File: src/rtl/mem_arbiter.sv
// N-port arbiter sharing one mem_read/mem_write/mem_resp port among several masters.
// Round-robin by default; define MEM_ARB_FIXED_PRIO_EN for lowest-index-wins priority.
module mem_arbiter #(
  parameter int unsigned NUM_PORTS  = 2,
  parameter int unsigned ADDR_WIDTH = 32,
  parameter int unsigned DATA_WIDTH = 32
) (
  input  logic                                      clk,
  input  logic                                      rst,
  input  logic [NUM_PORTS-1:0]                      req_read,
  input  logic [NUM_PORTS-1:0]                      req_write,
  input  logic [NUM_PORTS*ADDR_WIDTH-1:0]           req_address,
  input  logic [NUM_PORTS*DATA_WIDTH-1:0]           req_wdata,
  input  logic [NUM_PORTS*(DATA_WIDTH/8)-1:0]       req_byte_enable,
  output logic [NUM_PORTS-1:0]                      req_resp,
  output logic [DATA_WIDTH-1:0]                     req_rdata,
  output logic                                      mem_read,
  output logic                                      mem_write,
  output logic [ADDR_WIDTH-1:0]                     mem_address,
  output logic [DATA_WIDTH-1:0]                     mem_wdata,
  output logic [(DATA_WIDTH/8)-1:0]                 mem_byte_enable,
  input  logic                                      mem_resp,
  input  logic [DATA_WIDTH-1:0]                     mem_rdata,
  output logic                                      grant_valid,
  output logic [$clog2(NUM_PORTS)-1:0]              grant_id
);

  localparam int unsigned BE_WIDTH = DATA_WIDTH / 8;
  localparam int unsigned IDW      = $clog2(NUM_PORTS);
  localparam int unsigned PW       = IDW + 1;

  typedef enum logic {
    IDLE = 1'b0,
    BUSY = 1'b1
  } state_e;

  state_e           state_q, state_d;
  logic [IDW-1:0]   grant_q, grant_d;
  logic [IDW-1:0]   start;
  logic [NUM_PORTS-1:0] pending;
  logic [IDW-1:0]   winner;
  logic             found;
  logic [PW-1:0]    idx;

  assign pending = req_read | req_write;

`ifdef MEM_ARB_FIXED_PRIO_EN
  assign start = '0;
`else
  logic [IDW-1:0] rr_q, rr_d;

  assign start = rr_q;

  // Pointer moves just past the port that completed, wrapping explicitly
  always_comb begin
    rr_d = rr_q;
    if (state_q == BUSY && mem_resp) begin
      rr_d = (grant_q == IDW'(NUM_PORTS - 1)) ? '0 : grant_q + IDW'(1);
    end
  end

  always_ff @(posedge clk or posedge rst) begin
    if (rst) rr_q <= '0;
    else     rr_q <= rr_d;
  end
`endif

  // First pending port scanning from start, modulo NUM_PORTS
  always_comb begin
    winner = '0;
    found  = 1'b0;
    idx    = '0;
    for (int unsigned k = 0; k < NUM_PORTS; k++) begin
      idx = PW'(start) + PW'(k);
      if (idx >= PW'(NUM_PORTS)) idx = idx - PW'(NUM_PORTS);
      if (!found && pending[idx[IDW-1:0]]) begin
        found  = 1'b1;
        winner = idx[IDW-1:0];
      end
    end
  end

  always_comb begin
    state_d         = state_q;
    grant_d         = grant_q;
    req_resp        = '0;
    mem_read        = 1'b0;
    mem_write       = 1'b0;
    mem_address     = '0;
    mem_wdata       = '0;
    mem_byte_enable = '0;
    case (state_q)
      IDLE: begin
        if (found) begin
          grant_d = winner;
          state_d = BUSY;
        end
      end
      BUSY: begin
        // A simultaneous read+write forwards only the write
        mem_write       = req_write[grant_q];
        mem_read        = req_read[grant_q] & ~req_write[grant_q];
        mem_address     = req_address[32'(grant_q)*ADDR_WIDTH +: ADDR_WIDTH];
        mem_wdata       = req_wdata[32'(grant_q)*DATA_WIDTH +: DATA_WIDTH];
        mem_byte_enable = req_byte_enable[32'(grant_q)*BE_WIDTH +: BE_WIDTH];
        if (mem_resp) begin
          req_resp[grant_q] = 1'b1;
          state_d           = IDLE;
        end
      end
    endcase
  end

  always_ff @(posedge clk or posedge rst) begin
    if (rst) begin
      state_q <= IDLE;
      grant_q <= '0;
    end else begin
      state_q <= state_d;
      grant_q <= grant_d;
    end
  end

  assign req_rdata   = mem_rdata;
  assign grant_valid = (state_q == BUSY);
  assign grant_id    = grant_q;

endmodule
File: config.mk
export PLATFORM = sky130hd
export DESIGN_NAME = mem_arbiter
export DESIGN_NICKNAME = d
export VERILOG_FILES = /design/src/rtl/mem_arbiter.sv
export SDC_FILE = /design/constraint.sdc
export NUM_CORES = 1
export LEC_CHECK = 0
export ABC_CLOCK_PERIOD_IN_PS = 2800
export CORE_AREA = 2 2 110 112
export DETAILED_ROUTE_END_ITERATION = 10
export DIE_AREA = 0 0 112 114
export SLEW_MARGIN = 20
export SYNTH_ARGS = -nofsm -noshare
export SYNTH_HDL_FRONTEND = slang
export SYNTH_SLANG_ARGS = --single-unit
File: constraint.sdc
create_clock -name clk -period 2.8 [get_ports clk]
set_clock_uncertainty 0.1 [all_clocks]
set_input_delay 0.56 -clock clk [delete_from_list [all_inputs] [get_ports clk]]
set_output_delay 0.56 -clock clk [all_outputs]
set_load 0.01 [all_outputs]
* Word-level counts from Yosys, hierarchy flattened
Index checks and enable logic that the tools add are counted.
Cells by class: $add $sub $neg 4, magnitude comparators 6, shift operators 3, mux-type cells 27, bitwise gates (word level) 4, reductions and logical operators 5
Operators with widths (number):
- 64-bit by 7-bit variable part select with 32-bit output | 2
- 32-bit 2-to-1 mux | 2
- 1-bit 2-to-1 mux | 20
- 8-bit by 4-bit variable part select with 4-bit output | 1
- 1-bit by 2-bit < comparator with 1-bit output (second input constant) | 3
- 2-bit 2-to-1 mux | 2
- 4-bit 2-to-1 mux | 1
- 1-bit logical AND | 3
- 1-bit by 1-bit adder with 2-bit output (second input constant) | 1
- 1-bit by 2-bit greater-or-equal comparator with 1-bit output (second input constant) | 1
- 2-bit greater-or-equal comparator (second input constant) | 1
- 1-bit inverter | 2
- 2-bit bitwise OR | 1
- 1-bit one-hot mux with 2 select lines | 1
- 2-bit AND reduction | 1
- 1-bit subtractor (second input constant) | 2
- 1-bit adder (second input constant) | 1
- 1-bit AND | 1
- 1-bit demux with 1-bit select | 1
- 1-bit greater-or-equal comparator (second input constant) | 1
- 1-bit zero test | 1
Word-level totals: register bits after elaboration 3, input bits 175, output and inout bits 106, word-level logic and storage cells 52

* Longest topological paths before layout
depth after elaboration 10, depth in mapped cells 4, gate-level depth less buffers 2

* Worst setup path after synthesis
Ideal clock, no wire load.
kind flip-flop to output port, start point register grant_q (netlist: grant_id), end point output mem_read, arrival 1.176 ns, required time 2.140 ns, path slack 0.964 ns, stages on the path, launching flop included 4, buffers on the path 1, cells stage by stage dfrtp_1 -> buf_4 -> or3b_1 -> a21boi_1
On the way: word-level cells in the longest chain between the ends 5, elaborated cells between the ends (all ways) 7, classes of those cells mux (5); bitwise (2)
Ends and longest elaborated chain:
- from (decl) | line 38 | logic [IDW-1:0] grant_q, grant_d;
- from (signal assigned) | line 120 | grant_q <= grant_d;
- 1-bit 2-to-1 mux (implied by the code) (2 in a row) | line 102 | mem_read = req_read[grant_q] & ~req_write[grant_q];
- 1-bit inverter | line 102
- 1-bit AND * | line 102
- 1-bit 2-to-1 mux * | line 92 | case (state_q)
- to (decl) | line 17 | output logic mem_read,
Every way passes the cells marked *; elsewhere a longest branch is shown, timed or not. The select of a mux whose other input is x is not followed.

* Worst setup path after layout
start point register state_q (netlist: grant_valid), end point output mem_wdata[17]
On the way: word-level cells in the longest chain between the ends 1
Ends and longest elaborated chain:
- from (decl) | line 37 | state_e state_q, state_d;
- from (signal assigned) | line 119 | state_q <= state_d;
- 32-bit 2-to-1 mux | line 92
- to (decl) | line 20 | output logic [DATA_WIDTH-1:0] mem_wdata,
Every way passes these cells.

==> results.py <==
metrics = {
    "route": {
        "wl_per_cell_um": 12.7,
        "post-route-drc-count": 0,
        "avgViaCountPerCell": 3.82,
        "drt-initial-drc-count": 34,
        "dr.max_layer_used": "met4",
        "dr_wl_met2_um": 3580,
        "wl_met1_um": 2530,
        "finalWirelength_um": 6730,
        "drtAntennaViolNets": 0,
        "drt_pass1_iterations": 4,
        "num_vias": 2019,
        "dr_wl_met3_um": 571,
    },
    "logic_synthesis": {
        "synth_area_mm2": 0.00162,
        "synth-seq-area-share_pct": 4.63,
        "synth_fp_nets": 379,
        "ys.flop_type": "dfrtp_1",
        "synth-seq-cells": 3,
        "yosys-top-cells-count": "mux2i_1 (69), nor2b_1 (69), buf_4 (39)",
        "yosys.area.top_type": "mux2i_1",
        "yosys-top-cells-area": "mux2i_1 (43%), nor2b_1 (27%), buf_4 (18%)",
        "syn_inst": 204,
        "yosys.cell_types.count": 18,
        "synth-edff-count": 0,
        "synth-async-reset-ratio_pct": 100,
        "synth_top_area_share_pct": 42.6,
        "avgSynthCellArea_um2": 7.95,
        "ys_warn_count": 0,
    },
    "place": {
        "gp_congestion": 0.719,
        "io_buffers": 216,
        "place_hpwl_um": 5770,
    },
    "critical_path": {
        "path_class": "flip-flop to output pin",
        "start_kind": "flip-flop",
        "crit_required_ns": 2.14,
        "reg2regPathDepth": 2,
        "critPathTopFamily": "buffers and inverters",
        "critPathCaptureType": "output pin",
        "critPathSlowestCell": "dfrtp_2",
        "worst-path-buf-inv": 2,
        "cp_cell_sequence": "buf_12 > nor2b_1 > clkdlybuf4s50_1",
        "cp_max_fo": 43,
        "worstPathArrival_ns": 1.93,
        "cp_num_cells": 3,
        "cpPeakStageDelay_ns": 0.74,
    },
    "cts": {
        "clock-sinks": 3,
        "cts_root_buf": "clkbuf_16",
        "cts_buffers": 3,
        "clock_path_buffers": 2,
        "worstSkewPairLatency_ns": 0.22,
        "post-cts-setup-buffers": 0,
        "cts_tree": "built",
        "cts.reportedPaths.clkPinSlew_ns": 0.03,
        "h-tree-depth": 1,
    },
    "grt": {
        "antenna_found_initial": 0,
        "grt_pass1_wl_um": 10100,
        "grt_pass1_vias": 2059,
        "grt_max_degree": 44,
        "globalRouteTotalUtil_pct": 9.55,
        "overflow": 0,
    },
    "sta": {
        "rsz0062_at_grt": "false",
        "max_slew_margin_pct": 59.1,
        "setup_violations": 0,
        "fmax_ghz": 0.386,
        "finalCritPeriodShare_pct": 92.5,
        "slew_violations": 0,
        "setup_tns_ns": 0,
        "tightest_slew_ns": 0.613,
        "fin_crit_ns": 2.59,
        "hold_viol_final": 0,
    },
    "layout": {
        "nNetsFinal": 557,
        "seq_area_um2": 80.1,
        "fillers": 1213,
        "syn_to_final_growth_pct": 133,
        "multiInputGateArea_mm2": 0.00121,
        "drive_above_1_share_pct": 2.89,
        "diodes": 0,
    },
    "job": {
        "drv_cap": 0,
    },
    "floorplan": {
        "core-area_mm2": 0.0117,
        "initial_utilization_pct": 13.9,
        "rows": 40,
        "die-area_mm2": 0.0128,
        "chipWidth_um": 112,
        "die_y_um": 114,
        "num_io_pins": 281,
    },
    "pwr": {
        "ir_worst_vdd_mv": 0.271,
        "finalPower_w": 0.00143,
        "powerDensity_mw_per_mm2": 377,
        "p_leak_nw": 1.60,
    },
    "status": {
        "status": "completed",
    },
    "hold_path": {
        "hold_class": "input pin to async pin",
    },
}
==> layout make-up <==
cell class | instances | share of cell area [%]
clock buffers | 4 | 2.08
well taps | 147 | 4.85
flip-flops and latches | 3 | 2.11
repair buffers | 221 | 58.8
inverters | 1 | 0.0991
multi-input cells | 152 | 32.1
==> per-stage QoR <==
stage          hold WS [ns]  setup slack (ns)  cell area, um^2  utilization (%)  cells
2_1_floorplan         0.214             0.964             1620                -    204
3_3_place_gp          0.410            0.0166             3710             31.7    524
4_1_cts               0.413           0.00314             3790             32.3    528
5_1_grt               0.426            0.0513             3790             32.4    528
6_report              0.407             0.210             3790             32.4    528
3_5_place_dp          0.402            0.0177             3710             31.7    524
==> layer usage <==
metal	vias up	global-route usage (%)
met1	897	10.7
met2	110	18.5
met3	6	2.34
met4	0	1.63
met5	-	0
li1	1006	-
==> kinds of logic (layout without fill, tap and decap cells) <==
group | Yosys count | after routing | share of synthesized area [%]
simple gates | 77 | 77 | 29.4
compound gates | 6 | 6 | 2.93
flops | 3 | 3 | 4.63
buf+inv | 49 | 226 | 20.5
mux | 69 | 69 | 42.6
==> flip-flops by register name (all words and copies together), names as in the netlist <==
signal and cells:
grant_valid 1, rr_q 1, grant_id 1
==> where the power goes <==
part | switching [W] | internal [W] | leakage, nW
clock | 0.0000364 | 0.000188 | 0.0382
combinational | 0.000414 | 0.000704 | 1.53
sequential | 0.0000299 | 0.0000550 | 0.0317
==> timing repair <==
| item | in CTS | in global routing |
|---|---|---|
| setup endpoints to repair | 0 | 1 |
| hold buffers | 0 | 0 |
| gates resized for setup | 0 | 1 |
==> layout by cell type (no fill, tap or decap), drive strengths merged <==
cell,netlist,layout
a21boi,1,1
a21oi,1,1
and3,1,1
buf,41,5
clkbuf,7,4
clkdlybuf4s50,0,215
dfrtp,3,3
dlymetal6s2s,0,1
inv,1,1
mux2i,69,69
nand2,1,1
nand3b,1,1
nor2,3,3
nor2b,69,69
o21a,2,2
o21ba,1,1
o32a,1,1
or3b,1,1
or4,1,1
==> final timing paths <==
path / startpoint / end / slack [ns]
max: grant_valid$_DFF_PP0_ / mem_wdata[17] / 0.21
min: rst / rr_q$_DFFE_PP0P_ / 0.41
max in group asynchronous: rst / grant_id$_DFFE_PP0P_ / 2.05
min in group clk: rr_q$_DFFE_PP0P_ / rr_q$_DFFE_PP0P_ / 0.42
max reg2reg: grant_valid$_DFF_PP0_ / grant_id$_DFFE_PP0P_ / 1.42
min reg2reg: rr_q$_DFFE_PP0P_ / rr_q$_DFFE_PP0P_ / 0.42
Note: power is estimated with default switching activity, not from simulation.
==> edit, RTL diff (config.mk and constraints unchanged) <==
Change the parameter `ADDR_WIDTH` from 32 to 28.
--- a/src/rtl/mem_arbiter.sv
+++ b/src/rtl/mem_arbiter.sv
@@ -3,5 +3,5 @@
 module mem_arbiter #(
   parameter int unsigned NUM_PORTS  = 2,
-  parameter int unsigned ADDR_WIDTH = 32,
+  parameter int unsigned ADDR_WIDTH = 28,
   parameter int unsigned DATA_WIDTH = 32
 ) (
Ports: changed (resized mem_address and req_address); port bits go from 281 to 269. No check against the original RTL was run, so the function may have changed too.
==> edit against the original RTL <==
Critical path depth rose by 1; sequential share of layout area is 0.11 points higher; sequential cell count stayed put; final cell count down 4.0%; setup slack got worse by 0.15 ns; area after synthesis is 5.0% lower; synthesized cell count down 4.4%; die area stayed put; clock power is 2% higher; largest cell class unchanged; critical endpoint is now mem_read; cell area decreased by 4.8%; wire length fell by 5.5%; highest routed layer unchanged; non-clock buffer count decreased by 13; core utilization fell by 1.6 points; power decreased by 3.6%.
==> edit: results (changes against the original RTL) <==
* Outcome: finished, final reports clean (unchanged)
* Worst Reg-to-Reg Cells at 3 (was 2)
* Leakage at 1.505 nW (was 1.603 nW)
* Vias/cell at 3.767 (was 3.824)
* Largest net degree at the start of global routing at 33 (was 44)
* Sequential fraction of the synthesis area at 4.870% (was 4.626%)
* Multi-In Gates at 144 (was 152)
* Worst-Margin Slew at 0.4442 ns (was 0.6129 ns)
* Post-synth top cells: mux2i_1, nor2b_1, buf_4 (unchanged)
* I/O Buffers at 204 (was 216)
* Worst r2r dst: grant_id (unchanged)
* Final HPWL DP at 5.287 mm (was 5.768 mm)
* Nets at 528 (was 557)
* Worst hold-check path type: reg -> reg (was in -> async)
* Initial DRC count at 57 (was 34)
* GP Congestion at 0.7018 (was 0.7186)
* ClkCell Share at 2.186% (was 2.081%)
* Syn nets at 362 (was 379)
* Seq cells at 3 (unchanged)
* Post-route cell area at 3606 um2 (was 3789 um2)
* Syn Inst Count at 195 (was 204)
* Met2 Track Usage GR at 17.05% (was 18.46%)
* Fraction of area in multi-input gates at 31.89% (was 32.07%)
* Layout cells sized above 1 at 2.778% (was 2.887%)
* M1 GR Usage at 9.056% (was 10.73%)
* Post-CTS Setup Bufs at 0 (unchanged)
* M1 wire length at 2.213 mm (was 2.525 mm)
* Drt pass-1 iters at 2 (was 4)
* Distinct cell type count after synthesis at 19 (was 18)
* R2R setup slack at 1.37 ns (was 1.42 ns)
* CP max FO at 3 (was 43)
* Register fraction of the total cell area at 2.221% (was 2.114%)
* Area of placed instances at 3527 um2 (was 3707 um2)
* Vias in the first global route at 1846 (was 2059)
* First-pass GRT wire length at 9.211 mm (was 10.13 mm)
* VDD IR max at 0.0002144 V (was 0.0002715 V)
* Routed met3 length at 651 um (was 571 um)
* Non-clock buffers at 208 (was 221)
* Fill cells at 1246 (was 1213)
* GRT Util Overall at 8.866% (was 9.549%)
* CP arrival at 2.08 ns (was 1.93 ns)
* Post-placement setup slack at 0.06753 ns (was 0.01769 ns)
* Drt total wl at 6.361 mm (was 6.730 mm)
* Wire length on met2 at 3.337 mm (was 3.584 mm)
* DP Cell Count at 503 (was 524)
* Final Non-Filler Cells at 507 (was 528)
-- edit: report_power, final --
group,switching (mW),total [mW],internal [mW]
registers,0.0433,0.0982,0.0548
clock network,0.0399,0.228,0.188
logic,0.376,1.05,0.672
total,0.460,1.37,0.915
-- edit: cell families (layout without fill, tap and decap cells) --
logic type / Yosys count / after routing / synth area share (%)
muxes: 65 / 65 / 42.21
buffers and inverters: 48 / 213 / 20.54
and+or+nand+nor: 73 / 73 / 29.30
DFF: 3 / 3 / 4.870
AOI/OAI and AO/OA: 6 / 6 / 3.084
-- edit: critical path, cell delays in order --
cell             delay, ns
clkdlybuf4s50_1       0.48
or3b_1                0.34
a21boi_1              0.15
clkdlybuf4s50_1       0.55
-- edit: how the worst max path moves through the flow --
stage,from,to,cells past startpoint,slack (ns)
finish,req_read[0],mem_read,4,0.06
global route,req_read[0],mem_read,4,0.002
CTS,req_read[0],mem_read,4,0.05
detailed placement,req_read[0],mem_read,4,0.07
global placement,req_read[0],mem_read,4,0.05
floorplan,grant_id,mem_read,4,0.85
